## src/rtl/crc_engine_param.sv

```systemverilog
`default_nettype none
// ---------------------------------------------------------------------------
// crc_engine_param : serial CRC generator/checker with MSB-first CRC sender
// Revision 1.0
// ---------------------------------------------------------------------------
module crc_engine_param #(
  parameter int              CRC_W    = 16,
  parameter logic [CRC_W-1:0] POLY     = 16'h8005,
  parameter logic [CRC_W-1:0] INIT     = '1,
  parameter logic [CRC_W-1:0] RESIDUAL = 16'h800D
) (
  input  logic             clk,
  input  logic             n_rst,
  input  logic             clear,
  input  logic             bit_valid,
  input  logic             bit_in,
  input  logic             data_end,
  input  logic             send_ready,
  output logic             serial_out,
  output logic             serial_valid,
  output logic [CRC_W-1:0] crc_value,
  output logic             crc_ok,
  output logic             busy,
  output logic             done
);

  localparam int CNT_W = $clog2(CRC_W + 1);

  typedef enum logic [1:0] {
    IDLE = 2'd0,
    CALC = 2'd1,
    SEND = 2'd2,
    DONE = 2'd3
  } state_t;

  state_t           state_q, state_d;
  logic [CRC_W-1:0] crc_q, crc_d;
  logic [CRC_W-1:0] shift_q, shift_d;
  logic [CNT_W-1:0] cnt_q, cnt_d;
  logic [CRC_W-1:0] crc_upd;
  logic [CRC_W-1:0] crc_in;

  function automatic logic [CRC_W-1:0] crc_step(input logic [CRC_W-1:0] r, input logic b);
    logic fb;
    fb = b ^ r[CRC_W-1];
    return {r[CRC_W-2:0], 1'b0} ^ (fb ? POLY : '0);
  endfunction

  always_comb begin
    crc_upd = crc_step(crc_q, bit_in);
    crc_in  = bit_valid ? crc_upd : crc_q;
    state_d = state_q;
    crc_d   = crc_q;
    shift_d = shift_q;
    cnt_d   = cnt_q;
    unique case (state_q)
      IDLE, CALC: begin
        // A bit arriving with data_end is absorbed before the CRC is latched for sending.
        crc_d = crc_in;
        if (data_end) begin
          state_d = SEND;
          shift_d = ~crc_in;
          cnt_d   = CNT_W'(CRC_W);
        end else if (bit_valid) begin
          state_d = CALC;
        end
      end
      SEND: begin
        if (send_ready) begin
          shift_d = {shift_q[CRC_W-2:0], 1'b0};
          cnt_d   = cnt_q - CNT_W'(1);
          if (cnt_q == CNT_W'(1)) state_d = DONE;
        end
      end
      DONE: begin
        state_d = IDLE;
        crc_d   = INIT;
      end
      default: state_d = IDLE;
    endcase
    if (clear) begin
      state_d = IDLE;
      crc_d   = INIT;
      shift_d = '0;
      cnt_d   = '0;
    end
  end

  always_ff @(posedge clk) begin
    if (!n_rst) begin
      state_q <= IDLE;
      crc_q   <= INIT;
      shift_q <= '0;
      cnt_q   <= '0;
    end else begin
      state_q <= state_d;
      crc_q   <= crc_d;
      shift_q <= shift_d;
      cnt_q   <= cnt_d;
    end
  end

  assign serial_valid = (state_q == SEND);
  assign serial_out   = serial_valid & shift_q[CRC_W-1];
  assign crc_value    = ~crc_q;
  assign crc_ok       = (crc_q == RESIDUAL[CRC_W-1:0]);
  assign busy         = (state_q != IDLE);
  assign done         = (state_q == DONE);

endmodule
`default_nettype wire

```

## config.mk

```make
export PLATFORM = sky130hd
export DESIGN_NAME = crc_engine_param
export DESIGN_NICKNAME = d
export VERILOG_FILES = /design/src/rtl/crc_engine_param.sv
export SDC_FILE = /design/constraint.sdc
export NUM_CORES = 1
export LEC_CHECK = 0
export BUFFER_PORTS_ARGS = -buffer_cell sky130_fd_sc_hd__buf_4
export CORE_MARGIN = 1.5
export CORE_UTILIZATION = 44
export DETAILED_ROUTE_END_ITERATION = 10
export PLACE_DENSITY = 0.67
export SLEW_MARGIN = 40
export SYNTH_ARGS = -nofsm -noshare
export SYNTH_HDL_FRONTEND = slang
export SYNTH_SLANG_ARGS = --single-unit
```

## constraint.sdc

```tcl
create_clock -name clk -period 1.2 [get_ports clk]
set_input_delay 0.3 -clock clk [delete_from_list [all_inputs] [get_ports clk]]
set_output_delay 0.3 -clock clk [all_outputs]
set_load 0.005 [all_outputs]
```

==> results of run 1 <==
## worst paths after layout
check / startpoint / end / slack, ns / cells past startpoint
worst max-delay path: crc_q[1] / crc_ok / -0.34 / 4
worst min-delay path: send_ready / state_q[0] / 0.35 / 3
worst max register to register: state_q[0] / shift_q[2] / -0.17 / 6
worst min register to register: shift_q[5] / shift_q[5] / 0.53 / 2
## cell usage after synthesis (2+ instances only)
cell type	n	share of area
dfxtp_1	39	0.41
nand2_1	35	0.069
o21ai_0	30	0.079
a21oi_1	23	0.060
inv_1	19	0.037
o22ai_1	14	0.046
mux2_2	13	0.077
nor2_1	11	0.022
buf_2	6	0.016
clkbuf_1	6	0.012
mux2i_1	3	0.016
nand2b_1	3	0.0099
nor4_1	3	0.0099
and2_1	2	0.0066
buf_6	2	0.012
ha_1	2	0.013
nand4_1	2	0.0066
nor2b_1	2	0.0066
nor3_1	2	0.0053
## state kept, by name, summed over array words and instances, names as in the netlist
name / cells
crc_q: 16
cnt_q: 5
state_q: 2
shift_q: 16
## routing by layer
metal | up-vias | track usage | wire length [um]
met2 | 72 | 0.363 | 3000
li1 | 952 | - | -
met1 | 965 | 0.289 | 2680
met4 | 0 | 0.0784 | 163
met3 | 15 | 0.0487 | 243
met5 | - | 0 | 0
## cell families after synthesis
group / synth area share
adder cells (fa/ha/maj): 0.0131
buffers and inverters: 0.0841
XOR/XNOR: 0.0177
flip-flops: 0.410
AND/OR/NAND/NOR: 0.160
AO/OA/AOI/OAI: 0.222
multiplexers: 0.0926
## layout by cell type (no fill, tap or decap), types with 3 or more instances in the layout
cell / count
a21oi_4: 3
clkbuf_8: 5
a21o_4: 3
a21oi_1: 9
dfxtp_1: 21
o21ai_1: 10
inv_1: 6
inv_2: 10
o22ai_2: 4
o21ai_2: 16
a21oi_2: 12
mux2_2: 12
buf_4: 27
dfxtp_2: 16
buf_12: 3
nor2_1: 11
nand2_1: 34
inv_4: 4
buf_6: 40
o21ai_0: 3
o22ai_1: 9
## through the flow
stage | utilization | power (mW)
after floorplan | - | 1.60
after global placement | 0.572 | 1.70
after detailed placement | 0.572 | 1.70
after CTS | 0.653 | 2.59
after global routing | 0.756 | 2.84
final | 0.756 | 2.74
## cell type report
cell class              count  area (um2)  share of cell area
clock buffers               6        72.6              0.0235
flip-flops and latches     39         808               0.262
well taps                  50        62.6              0.0202
inverters                  20        85.1              0.0275
multi-input cells         164        1310               0.423
repair buffers             72         753               0.244
## critical path, stage by stage (launching register included)
cell and delay, ns:
dfxtp_2 0.34, nor4_4 0.26, nand4_1 0.14, nor2_1 0.10, buf_4 0.11
## power groups by stage
stage / clock network, mW / registers (mW) / logic, mW
final: 0.821 / 1.36 / 0.553
after global placement: 0 / 1.38 / 0.322
after detailed placement: 0 / 1.38 / 0.325
after floorplan: 0 / 1.38 / 0.217
after global routing: 0.882 / 1.37 / 0.586
after CTS: 0.834 / 1.35 / 0.406
## what timing repair did
item                       4_1_cts  5_1_grt
buffers inserted                10        9
hold endpoints to repair         0        0
pin swaps                       16       16
gates resized for setup         61      111
cloned                           2        2
setup endpoints to repair       34       49
==> impl_metrics.py, run 1 <==
metrics = {
    "finish": {
        "diodes": 0,
        "drive_above_1_share": 0.598,
        "fillers": 249,
        "final_cell_area_um2": 3090,
        "finalNetCount": 311,
        "syn_to_final_growth_pct": 62.3,
        "fin_cells": 351,
    },
    "floorplanning": {
        "pin_count": 28,
        "die_h_um": 68.8,
        "coreArea_um2": 4090,
        "die_w_um": 68.8,
        "start_util": 0.466,
        "die-area_um2": 4730,
        "fp-row-count": 23,
    },
    "clocking": {
        "worstSkewPairLatency_ns": 0.29,
        "cts_tree": "yes",
        "cts_buffers": 5,
        "clock_sinks": 39,
        "clockBufferDepth": 2,
        "cts_root_buf": "clkbuf_8",
        "clk_pin_slew_ns": 0.07,
        "h-tree-depth": 2,
        "ctsHoldBuffers": 0,
    },
    "timing": {
        "min_period_ns": 1.54,
        "finalCritPeriodShare": 1.28,
        "rsz0062_at_grt": "yes",
        "fmax_ghz": 0.649,
        "whs_ns": 0.350,
        "fin_ws_ns": -0.341,
        "hold_viol": 0,
        "fin_tns_setup_ns": -2.94,
        "tightest_slew_ns": 0.294,
        "setup_viol": 35,
        "relSlewSlack": 0.804,
        "skew_ns": 0.00448,
        "finalMaxSlewViolations": 0,
    },
    "critical_path": {
        "crit_arrival_ns": 1.24,
        "cp-start-kind": "flip-flop",
        "crit_fanout": 2,
        "cp.required_ns": 0.90,
        "cp-end-kind": "primary output",
        "path_class": "reg2out",
    },
    "yosys": {
        "yosysSeqAreaShare": 0.410,
        "yosysUniqueCellTypes": 38,
        "synth_area_um2": 1900,
        "synth_seq_cells": 39,
        "synthCells": 236,
        "syn-num-nets": 245,
        "synth_edf_count": 0,
        "ys.flop_type": "dfxtp_1",
        "avgSynthCellArea_um2": 8.07,
        "ys_async_sr_fraction": 0,
        "yosysWarnings": 0,
    },
    "pwr": {
        "clockPowerShare": 0.300,
        "p_sw_mw": 0.758,
        "p_comb_frac": 0.202,
        "seqPwrFrac": 0.498,
        "intPower_mw": 1.98,
        "p_per_area_nw_per_um2": 886,
        "peakVddDrop_uv": 652,
        "swShare": 0.277,
        "leakagePower_nw": 1.33,
    },
    "outcome": {
        "violations": "negative setup slack",
        "status": "complete, but fails checks",
    },
    "placed_design": {
        "place_congestion": 0.860,
        "dp_hpwl_mm": 2.90,
        "io_buffers": 27,
        "dp_slack_ns": -0.129,
        "placed_cell_area_um2": 2340,
        "dp.cells": 327,
    },
    "drt": {
        "drt_iter0_markers": 166,
        "routed_via_density": 5.71,
        "drtPass1Iterations": 4,
        "routed_wl_mm": 6.09,
        "ant_nets": 0,
        "vias": 2004,
        "drc": 0,
        "wl_per_cell_um": 17.3,
    },
    "hold_path": {
        "hold_class": "in2reg",
    },
    "global_route": {
        "antenna_found_initial": 0,
        "track_usage": 0.222,
        "grt_pass1_wl_mm": 7.79,
        "grt_overflow": 0,
        "grt_pass1_vias": 1648,
        "grt_max_degree": 33,
    },
    "job": {
        "maxCapViolations": 0,
    },
}
No activity file was read; power rests on OpenSTA's default activity.
==> run 2: changes to the inputs <==
Settings changed: CTS_BUF_LIST set to sky130_fd_sc_hd__clkbuf_8.
==> run 2 against run 1 <==
  * The flow still finishes with violations (negative setup slack)
  * Hold slack is essentially flat
  * Utilization is the same
  * Non-clock buffer count is the same
  * Die area is the same
  * First-iteration DRC count grew 2.4%
  * Fmax grew 0.22%
  * Count of clock-buffer cells in the layout shrank 1
  * Largest power group unchanged
  * Highest routed layer unchanged
==> impl_metrics.py, run 2 (synthesized netlist as in run 1, its figures left out) <==
metrics = {
    "finish": {
        "layout_common_cells": "buf_6 (40), nand2_1 (34), buf_4 (27)",
        "multi_input_area_um2": 1310,
        "reg_top3": "crc_q: 16 flops, shift_q: 16 flops, cnt_q: 5 flops",
        "final_common_cell": "buf_6",
        "drive_above_1_share": 0.598,
        "finalNetCount": 311,
        "seqCellArea_um2": 808,
        "diodes": 0,
        "syn_to_final_growth_pct": 62.3,
        "fin_util": 0.756,
        "fillers": 249,
    },
    "global_route": {
        "grt_overflow": 0,
        "antenna_found_initial": 0,
        "grt_pass1_vias": 1648,
        "track_usage": 0.222,
        "grt_pass1_wl_mm": 7.79,
        "grt_max_degree": 33,
    },
    "drt": {
        "wl_per_cell_um": 17.3,
        "routed_wl_mm": 6.06,
        "drt_iter0_markers": 170,
        "drtPass1Iterations": 4,
        "ant_nets": 0,
        "vias": 1988,
        "routed_via_density": 5.66,
        "drc": 0,
    },
    "timing": {
        "finalCritPeriodShare": 1.28,
        "whs_ns": 0.350,
        "finalMaxSlewViolations": 0,
        "tightest_slew_ns": 0.291,
        "setup_viol": 35,
        "rsz0062_at_grt": "yes",
        "fmax_ghz": 0.650,
        "min_period_ns": 1.54,
        "relSlewSlack": 0.806,
        "hold_viol": 0,
        "fin_tns_setup_ns": -2.91,
        "fin_ws_ns": -0.338,
        "skew_ns": 0.00341,
    },
    "pwr": {
        "p_comb_frac": 0.203,
        "peakVddDrop_uv": 648,
        "p_sw_mw": 0.754,
        "p_per_area_nw_per_um2": 882,
        "leakagePower_nw": 1.33,
        "swShare": 0.277,
        "seqPwrFrac": 0.501,
        "intPower_mw": 1.97,
        "clockPowerShare": 0.297,
    },
    "hold_path": {
        "hold_end": "state_q[0]",
        "min_from": "send_ready",
        "hold_class": "in2reg",
        "whs_path_depth": 3,
    },
    "clocking": {
        "h-tree-depth": 2,
        "cts_buffers": 5,
        "clk_pin_slew_ns": 0.07,
        "cts_tree": "yes",
        "clockBufferDepth": 2,
        "clock_sinks": 39,
        "ctsHoldBuffers": 0,
        "cts_root_buf": "clkbuf_8",
        "worstSkewPairLatency_ns": 0.29,
    },
    "floorplanning": {
        "pin_count": 28,
        "die_w_um": 68.8,
        "die_h_um": 68.8,
        "fp-row-count": 23,
        "start_util": 0.466,
        "die-area_um2": 4730,
        "coreArea_um2": 4090,
    },
    "critical_path": {
        "cp-end-kind": "primary output",
        "cp-start-kind": "flip-flop",
        "rr_endpoint": "shift_q[2]",
        "crit_fanout": 2,
        "crit_arrival_ns": 1.24,
        "r2r.worst_path.cells": 6,
        "path_class": "reg2out",
        "cp.required_ns": 0.90,
        "r2r_slack_ns": -0.17,
        "timing.rr.start": "state_q[0]",
    },
    "job": {
        "maxCapViolations": 0,
    },
    "outcome": {
        "violations": "negative setup slack",
        "status": "complete, but fails checks",
    },
    "placed_design": {
        "io_buffers": 27,
        "place_congestion": 0.860,
        "dp_hpwl_mm": 2.90,
        "dp_slack_ns": -0.129,
    },
}
run 2: cell types whose count changed in the layout (fill, tap and decap cells not counted), sizes merged:
cell / previous run / this run
inv: 20 / 21
clkbuf: 7 / 6
run 2: timing repair:
| item | in CTS | in global routing |
|---|---|---|
| gates cloned | 2 | 2 |
| resized for setup | 61 | 111 |
| setup endpoints to repair | 34 | 49 |
| pin swaps | 16 | 16 |
| setup buffers | 10 | 9 |
run 2: power groups by stage:
stage | sequential, mW | clock (mW) | combinational, mW
3_5_place_dp | 1.38 | 0 | 0.325
5_1_grt | 1.37 | 0.874 | 0.586
2_1_floorplan | 1.38 | 0 | 0.217
4_1_cts | 1.35 | 0.826 | 0.406
3_3_place_gp | 1.38 | 0 | 0.322
6_report | 1.36 | 0.809 | 0.552
run 2: worst max-delay path, cell delays in order, from the launching register on:
cell     delay (ns)
dfxtp_2        0.34
nor4_4         0.26
nand4_1        0.14
nor2_1         0.10
buf_4          0.11
run 2: final cells by class:
type / instances / share of cell area
Inverter: 20 / 0.0275
Sequential cell: 39 / 0.262
Tap cell: 50 / 0.0202
Clock inverter: 1 / 0.00121
Multi-Input combinational cell: 164 / 0.423
Clock buffer: 5 / 0.0223
Timing Repair Buffer: 72 / 0.244
run 2: how the worst max path moves through the flow:
stage	depth (start not counted)	end	from	slack [ns]
4_1_cts	5	crc_ok	crc_q[3]	-0.34
6_report	4	crc_ok	crc_q[1]	-0.34
3_3_place_gp	6	shift_q[0]	bit_valid	-0.09
3_5_place_dp	5	cnt_q[0]	data_end	-0.13
2_1_floorplan	6	shift_q[10]	state_q[0]	0.005
5_1_grt	5	crc_ok	crc_q[3]	-0.44
run 2: per-stage QoR:
| stage | instances | cell area (um2) | power [mW] |
|---|---|---|---|
| after floorplan | 236 | 1910 | 1.60 |
| after global placement | 327 | 2340 | 1.70 |
| after detailed placement | 327 | 2340 | 1.70 |
| after CTS | 343 | 2670 | 2.58 |
| after global routing | 351 | 3090 | 2.83 |
| final | 351 | 3090 | 2.73 |
run 2: metal layers:
layer | vias to the layer above | GRT usage | share of wire
li1 | 948 | - | -
met1 | 955 | 0.289 | 0.43
met2 | 70 | 0.363 | 0.50
met3 | 15 | 0.0487 | 0.040
met4 | 0 | 0.0784 | 0.027
met5 | - | 0 | 0
==> run 3: changes to the inputs <==
Settings changed: BUFFER_PORTS_ARGS -buffer_cell sky130_fd_sc_hd__buf_4 to unset, DONT_BUFFER_PORTS set to 1, PLACE_DENSITY 0.67 to unset.
Clock period 1.2 ns to 1.76 ns, I/O delays scaled along.
==> run 3 against run 2 <==
  * The flow now finishes without violations
  * Final cell count is 19% lower
  * Combinational power fell by 69%
  * Power shrank 36%
  * Clock skew grew 0.0034 ns
  * Critical path type unchanged
  * Highest routed layer unchanged
==> impl_metrics.py, run 3 (synthesized netlist as in run 1, its figures left out) <==
metrics = {
    "floorplanning": {
        "fp-row-count": 23,
        "die_h_um": 68.8,
        "start_util": 0.466,
        "die-area_um2": 4730,
        "coreArea_um2": 4090,
        "die_w_um": 68.8,
        "pin_count": 28,
    },
    "finish": {
        "finalNetCount": 243,
        "diodes": 0,
        "syn_to_final_growth_pct": 8.80,
        "final_cell_area_um2": 2070,
        "reg_top3": "crc_q: 16 flops, shift_q: 16 flops, cnt_q: 5 flops",
        "drive_above_1_share": 0.174,
        "fillers": 408,
        "final_common_cell": "dfxtp_1",
        "layout_common_cells": "dfxtp_1 (36), nand2_1 (35), o21ai_0 (30)",
    },
    "global_route": {
        "grt_max_degree": 33,
        "grt_pass1_wl_mm": 5.88,
        "grt_overflow": 0,
        "antenna_found_initial": 0,
        "track_usage": 0.169,
        "grt_pass1_vias": 1221,
    },
    "critical_path": {
        "cp_slowest_cell": "dfxtp_1",
        "crit_fanout": 5,
        "cp.required_ns": 1.32,
        "cp_slowest_stage_delay_ns": 0.35,
        "cp-end-kind": "primary output",
        "cp-start-kind": "flip-flop",
        "crit_arrival_ns": 1.17,
        "path_cells": "nor4_1 > nand2_1 > nor2_2",
        "path_class": "reg2out",
    },
    "timing": {
        "fin_tns_setup_ns": 0,
        "finalCritPeriodShare": 0.916,
        "min_period_ns": 1.61,
        "rsz0062_at_grt": "no",
        "relSlewSlack": 0.798,
        "tightest_slew_ns": 0.303,
        "whs_ns": 0.337,
        "skew_ns": 0.00685,
        "fmax_ghz": 0.621,
        "hold_viol": 0,
        "setup_viol": 0,
        "finalMaxSlewViolations": 0,
    },
    "drt": {
        "drtPass1Iterations": 4,
        "vias": 1532,
        "routed_via_density": 5.38,
        "wl_per_cell_um": 13.5,
        "drt_iter0_markers": 91,
        "routed_wl_mm": 3.84,
        "ant_nets": 0,
        "drc": 0,
    },
    "clocking": {
        "clk_pin_slew_ns": 0.08,
        "clockBufferDepth": 2,
        "cts_root_buf": "clkbuf_8",
        "clock_sinks": 39,
        "worstSkewPairLatency_ns": 0.28,
        "cts_tree": "yes",
        "h-tree-depth": 2,
        "cts_setup_buffers": 0,
        "cts_buffers": 5,
    },
    "placed_design": {
        "place_congestion": 0.806,
        "io_buffers": 0,
        "placed_cell_area_um2": 1940,
        "dp_hpwl_mm": 2.60,
    },
    "hold_path": {
        "hold_class": "in2reg",
    },
    "pwr": {
        "peakVddDrop_uv": 572,
        "p_per_area_nw_per_um2": 840,
        "leakagePower_nw": 0.919,
    },
    "outcome": {
        "status": "completed",
    },
    "job": {
        "maxCapViolations": 0,
    },
}
-- run 3: cell types whose count changed in the layout (fill, tap and decap cells not counted), sizes merged --
cell,previous run,this run
clkbuf,6,7
a21o,3,1
buf,71,6
-- run 3: report_power, final --
part           switching (mW)  internal [mW]  leakage (nW)
Clock                   0.295          0.352        0.0557
Sequential             0.0162          0.907         0.316
Combinational          0.0997         0.0699         0.547
Total                   0.411           1.33         0.919
-- run 3: timing repair --
item	4_1_cts	5_1_grt
gates resized for setup	0	8
hold buffers	0	0
setup endpoints to repair	0	1
-- run 3: layout make-up --
class	instances	area, um2	share of cell area
Clock buffer	7	96.3	0.0465
Clock inverter	1	3.75	0.00181
Inverter	20	77.6	0.0374
Multi-Input combinational cell	162	990	0.478
Sequential cell	39	785	0.379
Tap cell	50	62.6	0.0302
Timing Repair Buffer	6	57.6	0.0278
-- run 3: metrics by stage --
step | worst slack [ns] | utilization | cells | total power [mW]
finish | 0.148 | 0.507 | 285 | 1.74
CTS | 0.0312 | 0.500 | 285 | 1.77
detailed placement | 0.352 | 0.476 | 277 | 1.11
floorplan | 0.454 | - | 236 | 1.09
global placement | 0.374 | 0.476 | 277 | 1.11
global route | 0.0123 | 0.507 | 285 | 1.82
-- run 3: per-layer routing --
layer / global-route usage / share of wire / vias up
li1: - / - / 813
met1: 0.250 / 0.54 / 692
met2: 0.232 / 0.42 / 25
met3: 0.0487 / 0.030 / 2
met4: 0.0588 / 0.0076 / 0
met5: 0 / 0 / -
-- run 3: worst paths after layout --
path	slack (ns)	startpoint	depth (start not counted)	endpoint
worst max-delay path	0.15	crc_q[9]	3	crc_ok
worst min-delay path	0.34	send_ready	2	state_q[0]
worst max register to register	0.41	state_q[0]	5	cnt_q[4]
worst min register to register	0.50	shift_q[0]	2	shift_q[0]
-- run 3: worst max-delay path: cells and delay by family (launching register included) --
family	cells	cell delay, ns
DFF	1	0.35
and+or+nand+nor	3	0.54
